### src/rtl/cic_tdm_filter.sv
// Time-multiplexed CIC decimator. One shared integrator chain and one shared comb
// chain are walked over all microphone channels. Each channel gets two cycles:
// COMPUTE, which registers the integrator sums, and HOLD, which writes them back
// and optionally runs the comb. Per-channel state lives in register arrays.
module cic_tdm_filter #(
   parameter int unsigned CHANNELS   = 8,
   parameter int unsigned STAGES     = 4,
   parameter int unsigned ACC_WIDTH  = 32,
   parameter int unsigned DATA_WIDTH = 16,
   parameter int unsigned OUT_LSB    = ACC_WIDTH - DATA_WIDTH,
   localparam int unsigned CH_W      = (CHANNELS > 1) ? $clog2(CHANNELS) : 1
) (
   input  logic                  clk,
   input  logic                  resetn,
   input  logic [CHANNELS-1:0]   pdm_data,
   input  logic                  read_enable,
   input  logic                  integrator_enable,
   input  logic                  comb_enable,
   output logic [CH_W-1:0]       channel,
   output logic                  cic_finish,
   output logic [DATA_WIDTH-1:0] data_out,
   output logic [CH_W-1:0]       data_channel,
   output logic                  data_valid
);

   localparam logic [CH_W-1:0] LastCh = CH_W'(CHANNELS - 1);

   typedef logic [ACC_WIDTH-1:0] acc_t;

   logic [CHANNELS-1:0] pdm_reg;
   logic                phase;        // 0: COMPUTE, 1: HOLD
   logic                finish_pend;  // last HOLD seen; finish goes out next cycle
   acc_t                integ_q [CHANNELS][STAGES];
   acc_t                dly_q   [CHANNELS][STAGES];
   acc_t                sum_q   [STAGES];
   acc_t                sum_d   [STAGES];
   acc_t                comb_y  [STAGES+1];
   acc_t                x_in;

   logic do_compute;
   logic do_hold;

   assign do_compute = !read_enable && integrator_enable && !phase;
   assign do_hold    = !read_enable && integrator_enable && phase;

   // Integrator chain for the current channel: bit 1 -> +1, bit 0 -> -1.
   always_comb begin
      x_in     = pdm_reg[channel] ? acc_t'(1) : '1;
      sum_d[0] = integ_q[channel][0] + x_in;
      for (int unsigned k = 1; k < STAGES; k++) begin
         sum_d[k] = integ_q[channel][k] + sum_d[k-1];
      end
   end

   // Comb chain fed by the last registered integrator sum.
   always_comb begin
      comb_y[0] = sum_q[STAGES-1];
      for (int unsigned k = 0; k < STAGES; k++) begin
         comb_y[k+1] = comb_y[k] - dly_q[channel][k];
      end
   end

   // Frame sequencing: input latch, channel walk, phase toggle, finish pulse.
   always_ff @(posedge clk or negedge resetn) begin
      if (!resetn) begin
         pdm_reg     <= '0;
         channel     <= '0;
         phase       <= 1'b0;
         finish_pend <= 1'b0;
         cic_finish  <= 1'b0;
      end else begin
         finish_pend <= 1'b0;
         cic_finish  <= finish_pend;
         if (read_enable) begin
            // A restart abandons any partially processed frame.
            pdm_reg <= pdm_data;
            channel <= '0;
            phase   <= 1'b0;
         end else if (integrator_enable) begin
            phase <= !phase;
            if (phase) begin
               if (channel == LastCh) begin
                  finish_pend <= 1'b1;
               end else begin
                  channel <= channel + CH_W'(1);
               end
            end
         end else begin
            phase <= 1'b0;
         end
      end
   end

   // COMPUTE pipeline registers.
   always_ff @(posedge clk or negedge resetn) begin
      if (!resetn) begin
         for (int unsigned k = 0; k < STAGES; k++) begin
            sum_q[k] <= '0;
         end
      end else if (do_compute) begin
         for (int unsigned k = 0; k < STAGES; k++) begin
            sum_q[k] <= sum_d[k];
         end
      end
   end

   // Per-channel integrator and comb delay storage, written back in HOLD.
   always_ff @(posedge clk or negedge resetn) begin
      if (!resetn) begin
         for (int unsigned c = 0; c < CHANNELS; c++) begin
            for (int unsigned k = 0; k < STAGES; k++) begin
               integ_q[c][k] <= '0;
               dly_q[c][k]   <= '0;
            end
         end
      end else if (do_hold) begin
         for (int unsigned k = 0; k < STAGES; k++) begin
            integ_q[channel][k] <= sum_q[k];
            if (comb_enable) begin
               dly_q[channel][k] <= comb_y[k];
            end
         end
      end
   end

   // PCM output register; strobe is a single cycle per channel on comb frames.
   always_ff @(posedge clk or negedge resetn) begin
      if (!resetn) begin
         data_out     <= '0;
         data_channel <= '0;
         data_valid   <= 1'b0;
      end else begin
         data_valid <= 1'b0;
         if (do_hold && comb_enable) begin
            data_out     <= comb_y[STAGES][OUT_LSB +: DATA_WIDTH];
            data_channel <= channel;
            data_valid   <= 1'b1;
         end
      end
   end

endmodule

### config.mk
export PLATFORM = sky130hd
export DESIGN_NAME = cic_tdm_filter
export DESIGN_NICKNAME = d
export VERILOG_FILES = /design/src/rtl/cic_tdm_filter.sv
export SDC_FILE = /design/constraint.sdc
export NUM_CORES = 2
export LEC_CHECK = 0
export CORE_MARGIN = 2
export CORE_UTILIZATION = 35
export DETAILED_ROUTE_END_ITERATION = 8
export GPL_ROUTABILITY_DRIVEN = 1
export GPL_TIMING_DRIVEN = 0
export PLACE_DENSITY = 0.5
export SLEW_MARGIN = 40
export SYNTH_ARGS = -nofsm -noshare
export SYNTH_HDL_FRONTEND = slang
export SYNTH_SLANG_ARGS = --single-unit
export TNS_END_PERCENT = 1
### constraint.sdc
create_clock -name clk -period 12.95 [get_ports clk]
set_input_delay 1.9425 -clock clk [delete_from_list [all_inputs] [get_ports clk]]
set_output_delay 1.9425 -clock clk [all_outputs]
set_load 0.005 [all_outputs]
### Word-level counts from Yosys, hierarchy flattened

Cells that the tools add are included.

* reduce and logical (&&, ||, !) cells: 10
* equal/unequal tests: 2
* bitwise operators: 1
* magnitude comparators: 3
* $add $sub $neg: 9
* muxes and demuxes: 43

Operators with widths (count)
* bitwise mux 1024 bit: 8
* two-way mux 1024 bit: 7
* demux 128 bit (select 3 bit): 4
* binary-select mux 128 bit (select 3 bit): 2
* two-way mux 128 bit: 5
* adder 32 bit: 4
* subtractor 32 bit: 4
* two-way mux 96 bit: 1
* two-way mux 32 bit: 2
* two-way mux 64 bit: 1
* two-way mux 3 bit: 4
* two-way mux 1 bit: 8
* logical AND 1 bit: 5
* greater-or-equal comparator 4 bit, second input constant: 1
* < comparator 3 x 4 -> 1 bit, second input constant: 1
* < comparator 4 x 1 -> 1 bit, second input constant: 1
* inverter 3 -> 4 bit: 1
* nonzero test 2 bit: 2
* adder 3 x 1 -> 3 bit, second input constant: 1
* binary-select mux 1 bit (select 3 bit): 1
* equality test 3 bit, second input constant: 1
* AND reduction 3 bit: 1
* zero test 1 bit: 2
* != test 2 bit, second input constant: 1

* bits in registers: 2210
* logic and storage cells: 144

### Depth between registers and ports, before layout

* word-level depth: 16
* gate-level depth with buffers: 53
* mapped depth without buffers: 47

### Least setup slack after synthesis

OpenSTA, ideal clock, no wires.

* path kind: register -> register
* start point: reg channel[1]
* end point: reg data_out[15]
* path slack: 2.352 ns
* stages on the path, launching flop included: 52
* arrival: 10.522 ns
* clock period less this slack: 10.598 ns
* data required time: 12.874 ns
* buffers on the path: 6
* library setup time: 0.076 ns
* cells stage by stage: dfrtp_1 > buf_2 > buf_2 > buf_1 > nand2b_1 > nor2_1 > clkbuf_1 > clkbuf_1 > clkbuf_1 > a22oi_1 > nand3_1 > ha_1 > inv_1 > fa_1 > a21o_1 > a21oi_1 > xor2_1 > inv_1 > (+16 left out) > a221oi_2 > o21a_1 > inv_1 > a21oi_1 > xnor2_1 > ha_1 > a21o_1 > a21o_1 > a21oi_1 > nand2_1 > o211ai_1 > nand4b_1 > a21o_1 > a21o_1 > a211oi_1 > xnor2_1 > xnor3_1 > o21ai_1

RTL lines
* from (decl): line 19 `output logic [CH_W-1:0] channel,`
* from (signal assigned): line 85 `channel <= channel + CH_W'(1);`
* to (signal assigned): line 135 `data_out <= comb_y[STAGES][OUT_LSB +: DATA_WIDTH];`
* to (decl): line 21 `output logic [DATA_WIDTH-1:0] data_out,`

==> summary.md <==
| Metric | Value |
|---|---|
| Status | `complete, but fails checks` |
| Failing checks | `negative setup slack` |
| Max Slew Vio Count | `0` |
| Clock transition at path regs | `0.06 ns` |
| CP startpoint kind | `flop` |
| Final Hold Fails | `0` |
| First-pass GRT wire length | `653,000 um` |
| TritonRoute pass-1 iters | `6` |
| Max clock buf depth | `4` |
| GRT Util Overall | `0.311` |
| Post-synthesis register bit count | `2,210` |
| Mapped Cells | `8,717` |
| Fraction of layout cells with a size suffix above 1 | `0.300` |
| H-tree levels | `4` |
| Setup crit end kind | `flop` |
| Die area | `300,000 sq um` |
| CP max FO | `10` |
| Drc violations | `0` |
| Max cap viols | `0` |
| Worst setup margin | `-0.0312 ns` |
| Largest regs | `dly_q (1024), integ_q (1024), sum_q (96)` |
| Vias in the first global route | `79,400` |
| Mapped Avg Cell Area | `11.9 sq um` |
| Via count | `81,200` |
| Finish-stage setup viols | `1` |
| DRT antenna net count | `0` |
| DP Wirelength | `342,000 um` |
| Synth cell types | `104` |
| Yosys warns | `0` |
| CP peak stage delay | `0.58 ns` |
| Nets@finish | `9,471` |
| Mapped cell area | `103,000 sq um` |
| Filler Cells Inserted | `27,400` |
| Die W | `548 um` |
| Final Wtd Congestion | `0.968` |
| Row count | `199` |
| Post-synth top area share | `0.535` |
| Fraction of synthesis flops using an asynchronous set or reset pin | `1.00` |
| PortBufs | `36` |
| Via density | `6.08` |
| Post-synth EDFFs | `0` |
| Initial core utilization | `0.352` |
| Core Area | `294,000 sq um` |
| Place WS | `-3.47 ns` |
| Sink Count | `2,210` |
| Largest net degree at the start of global routing | `114` |
| Sequential area share after synthesis | `0.535` |
| CP required | `13.80 ns` |
| Worst EP arrival | `13.83 ns` |
| Max Fclk | `0.0770 GHz` |
| Placed Cells | `12,800` |
| CTS tree | `done` |
| Avg WL per Cell | `35.6 um` |
| Synth area leaders | `dfrtp_1 (53%), mux2_2 (18%), nand2_1 (3.2%)` |
| Area grow syn2layout | `19.5%` |
| DP Area | `114,000 sq um` |
| DR iter-0 viols | `9,044` |
| Final wirelength | `476,000 um` |
| Area leader, netlist | `dfrtp_1` |
| Ys flop type | `dfrtp_1` |
| Worst Tran Pin Value | `1.01 ns` |
| Worst skew pair latency | `0.96 ns` |
| Hold Path Class | `flop to flop` |
| Die height | `548 um` |
| Initial antenna violation count | `47` |
| Layout Skew | `0.0859 ns` |
| Critical-path top delay cell | `clkbuf_2` |
| Syn_nets | `8,984` |
| Crit share post-route | `1.00` |
| Num CTS Buffers | `247` |
| IO Pins | `37` |
| Root cell of the clock tree | `clkbuf_16` |
| Cts hold-fix bufs | `0` |
| GRT overflow | `0` |
| Type of the worst setup path | `flop to flop` |
| Post-route insts no fill | `13,400` |
| Final non-filler cell area | `124,000 sq um` |
| Min Tclk post-route | `12.98 ns` |
| Slew margin rel. | `0.328` |
-- critical path, delay by kind of cell, from the launching register on --
family / cells / cell delay [ns]
XOR/XNOR: 5 / 1.28
flip-flops: 1 / 0.55
AND/OR/NAND/NOR: 6 / 1.28
AO/OA/AOI/OAI: 20 / 5.23
buffers and inverters: 9 / 2.90
adder cells (fa/ha/maj): 4 / 1.51
-- kinds of logic (layout without fill, tap and decap cells) --
group,Yosys count,in the layout,synth area share
AOI/OAI and AO/OA,2051,2051,0.133
xor gates and xnor gates,216,216,0.0194
adders and majority gates,255,255,0.0313
buffers and inverters,704,1393,0.0258
DFF,2210,2210,0.535
muxes,1719,1719,0.188
other,0,30,0
and+or+nand+nor,1562,1562,0.0680
-- per-layer routing --
layer	up-vias	track usage	wire, um
li1	33100	-	-
met1	42700	0.407	190000
met2	4153	0.458	203000
met3	1248	0.0714	44100
met4	36	0.210	37800
met5	-	0	239
-- area by class of cell --
class / count / area (sq um) / area share
clock inverter: 61 / 749 / 0.00606
sequential: 2210 / 55300 / 0.447
buffer: 580 / 2920 / 0.0236
clock buffer: 390 / 7460 / 0.0604
multi-input combinational: 5803 / 46800 / 0.378
antenna: 30 / 75.1 / 0.000607
timing repair buffer: 246 / 5030 / 0.0407
inverter: 116 / 437 / 0.00353
tap: 3919 / 4900 / 0.0397
-- layout by cell type, fill, tap and decap left out, types with 32 or more instances in the layout --
cell             instances
a21o_1                  93
a21oi_1                193
a221oi_1               137
a22o_1                  96
a22oi_1                299
and3_1                 125
buf_16                 136
buf_2                   51
buf_4                   45
clkbuf_1               271
clkbuf_16              252
clkbuf_2               244
clkbuf_4                46
clkbuf_8                71
clkdlybuf4s50_1         35
clkinv_2                39
dfrtp_1               2208
ha_1                   246
inv_1                  112
mux2_2                1654
mux2i_1                 52
nand2_1                892
nand3_1                 59
nand4_1                 39
nor2_1                 162
nor3_1                  56
nor4_1                  69
o21a_1                  38
o21ai_0                571
o21bai_1                32
o22ai_1                325
xnor2_1                 83
xnor2_2                 48
xor2_1                  39
-- final timing paths --
check	start	to	depth (start not counted)	slack (ns)
worst max-delay path	channel[0]$_DFFE_PN0P_	data_out[15]$_DFFE_PN0P_	44	-0.03
worst min-delay path	finish_pend$_DFF_PN0_	cic_finish$_DFF_PN0_	0	0.34
worst max register to register	channel[0]$_DFFE_PN0P_	data_out[15]$_DFFE_PN0P_	44	-0.03
worst min register to register	finish_pend$_DFF_PN0_	cic_finish$_DFF_PN0_	0	0.34
max in group asynchronous	resetn	integ_q[840]$_DFFE_PN0P_	7	8.68
min in group asynchronous	resetn	dly_q[143]$_DFFE_PN0P_	1	0.89
-- metrics by stage --
step,utilization,hold WS (ns),TNS (ns)
finish,0.421,0.336,-0.0312
global route,0.420,0.333,-0.0128
CTS,0.419,0.333,0
detailed placement,0.389,0.337,-92.29
global placement,0.370,0.337,-
floorplan,-,0.331,0
-- cells in the mapped netlist (all sizes together), types with 14 or more instances --
cell type     n
dfrtp      2210
mux2       1655
nand2       896
o21ai       586
clkbuf      509
o22ai       326
a22oi       300
ha          247
a21oi       203
nor2        171
xnor2       143
a221oi      142
and3        125
inv         114
a22o         96
a21o         93
buf          79
nor4         74
xor2         69
nand3        59
nor3         57
mux2i        52
nand4        39
o21a         39
o21bai       32
nand2b       30
or3          26
nor2b        25
o221ai       24
a211oi       22
a222oi       18
a31oi        17
and2         17
o31ai        17
o311ai       15
a221o        14
o211ai       14
or2          14
-- timing repair --
item / in CTS / in global routing
setup endpoints to repair: 134 / 6
buffers inserted: 12 / 19
gates resized for setup: 96 / 57
pin swaps: 10 / 11
Power is not shown: default switching activity piles up to over one toggle a cycle in this logic, so the estimate is an artifact.
